**config.mk**
```make
export PLATFORM = sky130hd
export DESIGN_NAME = filter_fwd
export DESIGN_NICKNAME = d
export VERILOG_FILES = /design/src/rtl/filter_fwd.sv
export SDC_FILE = /design/constraint.sdc
export NUM_CORES = 1
export LEC_CHECK = 0
export ABC_AREA = 1
export CORE_MARGIN = 4
export CORE_UTILIZATION = 52
export DETAILED_ROUTE_END_ITERATION = 7
export PLACE_DENSITY = 0.78
export SKIP_LAST_GASP = 1
export SLEW_MARGIN = 0
export SYNTH_ARGS = -nofsm -noshare
export SYNTH_HDL_FRONTEND = slang
export SYNTH_SLANG_ARGS = --single-unit
```
**constraint.sdc**
```tcl
create_clock -name sys_clk -period 1.8 [get_ports sys_clk]
set_input_delay 0.18 -clock sys_clk [delete_from_list [all_inputs] [get_ports sys_clk]]
set_output_delay 0.18 -clock sys_clk [all_outputs]
set_load 0.01 [all_outputs]
```
**src/rtl/filter_fwd.sv**
```systemverilog
// rtl/filter_fwd.sv - frame-aware forwarding stage from rx FIFOs to tx FIFOs
//
// Each of NCH channels pops words from a first-word-fall-through receive FIFO
// and pushes them into a transmit FIFO. Idle words are discarded. Frames are
// admitted or dropped whole, and over-length frames are truncated. Every
// forwarded frame is closed with a {1'b0, 0} terminator word.
//
// Ports (channel i occupies slice i of each flattened bus):
//   sys_clk    - single clock
//   sys_rst_n  - synchronous active-low reset
//   ch_en      - per-channel enable, sampled at frame start only
//   stat_clr   - pulse that zeroes all statistics counters
//   rd_en      - pop strobe to each receive FIFO
//   rd_data    - head word of each receive FIFO (bit DATA_W = in-frame flag)
//   rd_empty   - receive FIFO empty
//   wr_en      - push strobe to each transmit FIFO
//   wr_data    - word pushed to each transmit FIFO
//   wr_full    - transmit FIFO full
//   fwd_cnt    - frames forwarded complete (saturating)
//   drop_cnt   - frames dropped whole (saturating)
//   trunc_cnt  - frames truncated at MAX_LEN (saturating)
module filter_fwd #(
   parameter int DATA_W  = 8,
   parameter int NCH     = 2,
   parameter int MAX_LEN = 1518,
   parameter int CNT_W   = 16
) (
   input  logic                      sys_clk,
   input  logic                      sys_rst_n,
   input  logic [NCH-1:0]            ch_en,
   input  logic                      stat_clr,
   output logic [NCH-1:0]            rd_en,
   input  logic [NCH*(DATA_W+1)-1:0] rd_data,
   input  logic [NCH-1:0]            rd_empty,
   output logic [NCH-1:0]            wr_en,
   output logic [NCH*(DATA_W+1)-1:0] wr_data,
   input  logic [NCH-1:0]            wr_full,
   output logic [NCH*CNT_W-1:0]      fwd_cnt,
   output logic [NCH*CNT_W-1:0]      drop_cnt,
   output logic [NCH*CNT_W-1:0]      trunc_cnt
);

   localparam int WW    = DATA_W + 1;
   localparam int LEN_W = $clog2(MAX_LEN + 1);
   localparam logic [LEN_W-1:0] MAX_LEN_L = LEN_W'(MAX_LEN);

   typedef enum logic [1:0] {
      ST_IDLE = 2'd0,
      ST_FWD  = 2'd1,
      ST_DROP = 2'd2
   } state_t;

   for (genvar i = 0; i < NCH; i++) begin : g_ch
      state_t            state_q, state_d;
      logic [LEN_W-1:0]  len_q, len_d;
      logic [CNT_W-1:0]  fwd_q, drop_q, trunc_q;
      logic              fwd_inc, drop_inc, trunc_inc;
      logic              pop, push;
      logic [WW-1:0]     push_word;
      logic [WW-1:0]     head;
      logic              flag;
      logic              avail;
      logic              full;

      assign head  = rd_data[i*WW +: WW];
      assign flag  = head[DATA_W];
      assign avail = ~rd_empty[i];
      assign full  = wr_full[i];

      always_comb begin
         state_d   = state_q;
         len_d     = len_q;
         pop       = 1'b0;
         push      = 1'b0;
         push_word = '0;
         fwd_inc   = 1'b0;
         drop_inc  = 1'b0;
         trunc_inc = 1'b0;
         // Every decision needs a head word; an empty FIFO simply holds state,
         // so a gap inside a frame never ends it.
         if (avail) begin
            unique case (state_q)
               ST_IDLE: begin
                  if (!flag) begin
                     pop = 1'b1;
                  end else if (ch_en[i]) begin
                     if (!full) begin
                        pop       = 1'b1;
                        push      = 1'b1;
                        push_word = head;
                        len_d     = LEN_W'(1);
                        state_d   = ST_FWD;
                     end
                  end else begin
                     pop      = 1'b1;
                     drop_inc = 1'b1;
                     state_d  = ST_DROP;
                  end
               end
               ST_FWD: begin
                  if (!full) begin
                     if (!flag) begin
                        // Separator consumed; terminator written in its place.
                        pop     = 1'b1;
                        push    = 1'b1;
                        fwd_inc = 1'b1;
                        len_d   = '0;
                        state_d = ST_IDLE;
                     end else if (len_q < MAX_LEN_L) begin
                        pop       = 1'b1;
                        push      = 1'b1;
                        push_word = head;
                        len_d     = len_q + LEN_W'(1);
                     end else begin
                        // Over-length: close the frame without consuming the
                        // head; DROP discards it and the rest of the frame.
                        push      = 1'b1;
                        trunc_inc = 1'b1;
                        len_d     = '0;
                        state_d   = ST_DROP;
                     end
                  end
               end
               ST_DROP: begin
                  pop = 1'b1;
                  if (!flag) begin
                     state_d = ST_IDLE;
                  end
               end
               default: begin
                  state_d = ST_IDLE;
               end
            endcase
         end
      end

      // Strobes and data are forced low while reset is held.
      assign rd_en[i]            = pop & sys_rst_n;
      assign wr_en[i]            = push & sys_rst_n;
      assign wr_data[i*WW +: WW] = (push & sys_rst_n) ? push_word : '0;

      always_ff @(posedge sys_clk) begin
         if (!sys_rst_n) begin
            state_q <= ST_IDLE;
            len_q   <= '0;
         end else begin
            state_q <= state_d;
            len_q   <= len_d;
         end
      end

      // Clear wins over a coincident increment; counters stick at all-ones.
      always_ff @(posedge sys_clk) begin
         if (!sys_rst_n || stat_clr) begin
            fwd_q   <= '0;
            drop_q  <= '0;
            trunc_q <= '0;
         end else begin
            if (fwd_inc && !(&fwd_q)) begin
               fwd_q <= fwd_q + CNT_W'(1);
            end
            if (drop_inc && !(&drop_q)) begin
               drop_q <= drop_q + CNT_W'(1);
            end
            if (trunc_inc && !(&trunc_q)) begin
               trunc_q <= trunc_q + CNT_W'(1);
            end
         end
      end

      assign fwd_cnt[i*CNT_W +: CNT_W]   = fwd_q;
      assign drop_cnt[i*CNT_W +: CNT_W]  = drop_q;
      assign trunc_cnt[i*CNT_W +: CNT_W] = trunc_q;
   end

endmodule

```
==> flow_summary.toml <==
[finish]
final_area_um2 = 10600
fin_nets = 1390
syn2layout_area_growth_pct = 55.1
proportion_of_layout_cells_with_a_drive_suffix_above_1_pct = 23.5
finish.cell_count_without_fillers = 1540
num_antenna_cells = 0
layout_commonest_cell = "nand2_1"
multi_input_area_um2 = 4290
filler_instances = 799
sequential_cell_area_um2 = 2470
most-common-layout-cells = "nand2_1 (249), nor2_1 (152), buf_4 (125), clkdlybuf4s50_1 (122), inv_1 (109)"

[hold_path]
hold_worst_path_end = "g_ch[1].fwd_q[14]$_SDFFE_PP0P_"
worstHoldPathType = "flop to flop"
worst_hold_depth = 2
timing.hold.worst.start = "g_ch[1].fwd_q[14]$_SDFFE_PP0P_"

[cts]
cts.path.max_buffers = 2
cts.sink_count = 122
htree_levels = 4
numCtsBuffers = 17
clock_tree_from_tritoncts = "done"
cts_root_buffer = "clkbuf_16"
clock_transition_at_the_registers_of_the_reported_paths_ns = 0.06
insertion_delay_ns = 0.42
cts_hold_buffers = 0

[sta]
maximum_operating_frequency_mhz = 517
finalHoldViolCount = 0
setup-violations-final = 33
fin_crit_share_pct = 108
fin_hold_ws_ns = 0.490
finalWorstSetupSlack_ns = -0.136
slew_headroom_pct = 69.7
final-max-slew-violation-count = 0
grt_setup_unrepaired = "yes"
worst_margin_slew_ns = 0.451
finalCriticalPeriod_ns = 1.94
totalNegativeSetupSlack_ns = -2.75
clock_skew_ns = 0.00918

[setup_path]
worstSetupStartpointType = "flop"
reg2reg_from = "g_ch[0].state_q[1]$_SDFFE_PN0P_"
timing.critical_path.arrival_ns = 1.76
worst_path_required_ns = 1.62
critical_path_s_most_frequent_cell = "nand2_2"
timing.critical_path.cells = "nand2_2 -> nor2_2 -> a21boi_2 -> nand3_2 -> o21ai_4 -> nand2_2 -> nor2_1 -> buf_2"
timing.reg2reg.worst_path_depth = 12
setup.reg_to_reg.worst_slack_ns = -0.11
critPathSlowestCell = "dfxtp_2"
timing.setup.critical_path_class = "flop to primary output"
setup.worst_path.end_class = "primary output"
critical_path_peak_fanout = 4
reg_to_reg_endpoint = "g_ch[0].trunc_q[8]$_SDFFE_PP0P_"
crit_family = "simple AND/OR/NAND/NOR gates"
cp_slowest_stage_delay_ns = 0.32
worst-path-buf-inv = 1

[synthesis]
ys_seq_elements = 122
seq_area_frac_synth_pct = 35.6
syn_area_per_cell_um2 = 6.39
mappedNetlistNets = 1109
syn_area_um2 = 6860
post-synth-top-area-fraction_pct = 35.6
ys.warnings.count = 0
synth_cell_types = 36
syn_inst = 1074
synth_area_leaders = "dfxtp_1 (36%), nand2_1 (15%), nor2_1 (9.9%)"
synth_area_leader_cell = "dfxtp_1"

[grt]
grt_start_max_net_pins = 32
total_routing_usage_gr_pct = 26.5
first_global_vias = 7342
grt_overflow_total = 0
grt_first_pass_wirelength_mm = 32.8
grt_antenna_before_repair = 0

[run_status]
violations_in_the_final_reports = "setup timing"
outcome = "finished with violations"

[routing]
drt-total-wl_mm = 21.9
detailedRoute.firstPassIterationCount = 5
detailroute.via_count = 8269
drc = 0
drtIter0Drc = 611
post_drt_via_cell_ratio = 5.37
antenna_violating_nets_post_route = 0
wl_per_cell_um = 14.2

[power]
static-leakage-power_nw = 4.05
ir_drop_v = 0.000638
power_density_over_cell_area_nw_per_um2 = 674

[floorplan]
fp.dieH_um = 123
design.core.area_um2 = 12800
initial_utilization_pct = 53.7
dieArea_um2 = 15100
pin_count = 145
dieWidth_um = 123
number_of_placement_rows = 41

[placed_design]
port_buffers = 144
placement.cell_area_um2 = 9310
gpl.final_weighted_congestion = 0.950
place_inst = 1485
dp_hpwl_mm = 14.2
pre_cts_ws_ns = -0.439

[job]
drv.max_cap_violation_count = 0
## flip-flops by register name, indices dropped and copies added, names as in the netlist
register / cells
g_ch.len_q: 22
g_ch.trunc_q: 32
g_ch.drop_q: 32
g_ch.state_q: 4
g_ch.fwd_q: 32
## cell usage after synthesis, drive strengths merged
| master | number |
|---|---|
| nand2 | 273 |
| nor2 | 183 |
| dfxtp | 122 |
| inv | 118 |
| a21oi | 81 |
| nand3 | 76 |
| nor3 | 55 |
| o21ai | 40 |
| xor2 | 37 |
| nand4 | 17 |
| buf | 16 |
| xnor2 | 14 |
| clkbuf | 11 |
| ha | 8 |
| nor3b | 6 |
| a211oi | 3 |
| or2 | 3 |
| a31oi | 2 |
| nand3b | 2 |
| nor4 | 2 |
| a21boi | 1 |
| a22oi | 1 |
| and3 | 1 |
| o211ai | 1 |
| o311ai | 1 |
## tightest hold or removal path: stages, from the launching register on
cell and delay, ns:
dfxtp_1 0.32, nand2_1 0.06, a21oi_1 0.06
## worst max path at each step
stage	from	to	slack [ns]	depth (start not counted)
CTS	g_ch[1].len_q[5]$_SDFFE_PN0P_	wr_data[13]	-0.13	8
floorplan	g_ch[0].trunc_q[0]$_SDFFE_PP0P_	g_ch[0].trunc_q[5]$_SDFFE_PP0P_	0.10	9
detailed placement	rd_data[17]	wr_data[13]	-0.44	8
global route	g_ch[0].state_q[1]$_SDFFE_PN0P_	g_ch[0].trunc_q[6]$_SDFFE_PP0P_	-0.22	12
finish	g_ch[1].len_q[7]$_SDFFE_PN0P_	wr_data[9]	-0.14	8
global placement	ch_en[0]	wr_data[2]	-0.42	10
## per-stage QoR
step,util (%),total power (W)
CTS,78.8,0.00708
floorplan,-,0.00302
finish,83.3,0.00717
global route,83.3,0.00737
global placement,72.9,0.00328
detailed placement,72.9,0.00328
## timing repair
item | 4_1_cts | 5_1_grt
buffers inserted | 7 | 12
pin swaps | 23 | 40
setup endpoints to repair | 35 | 119
gates cloned | 1 | 3
gates resized for setup | 128 | 136
## cell type report
type | instances | share of cell area [%]
Multi-Input combinational cell | 809 | 40.3
Clock buffer | 18 | 4.13
Clock inverter | 14 | 2.07
Inverter | 118 | 4.19
Sequential cell | 122 | 23.3
Timing Repair Buffer | 287 | 24.0
Tap cell | 172 | 2.02
## per-layer routing
metal	part of all wire (%)	track usage, %
met5	0	0
met3	6.9	6.41
met4	2.9	9.24
met1	40	32.3
met2	50	45.7
## cells by family (layout without fill, tap and decap cells)
kind of cell	Yosys count	in the layout	share of synthesized area, %
buf+inv	145	437	8.56
xor+xnor	51	51	6.51
flops	122	122	35.6
fa+ha+maj	8	8	1.46
compound gates	130	130	9.91
simple gates	618	620	37.9
## where the power goes
| group | switching (W) | internal (W) | total [W] |
|---|---|---|---|
| Sequential | 0.0000228 | 0.00272 | 0.00274 |
| Combinational | 0.000330 | 0.000294 | 0.000624 |
| Clock | 0.00131 | 0.00250 | 0.00381 |
Note: power is estimated with default switching activity, not from simulation.
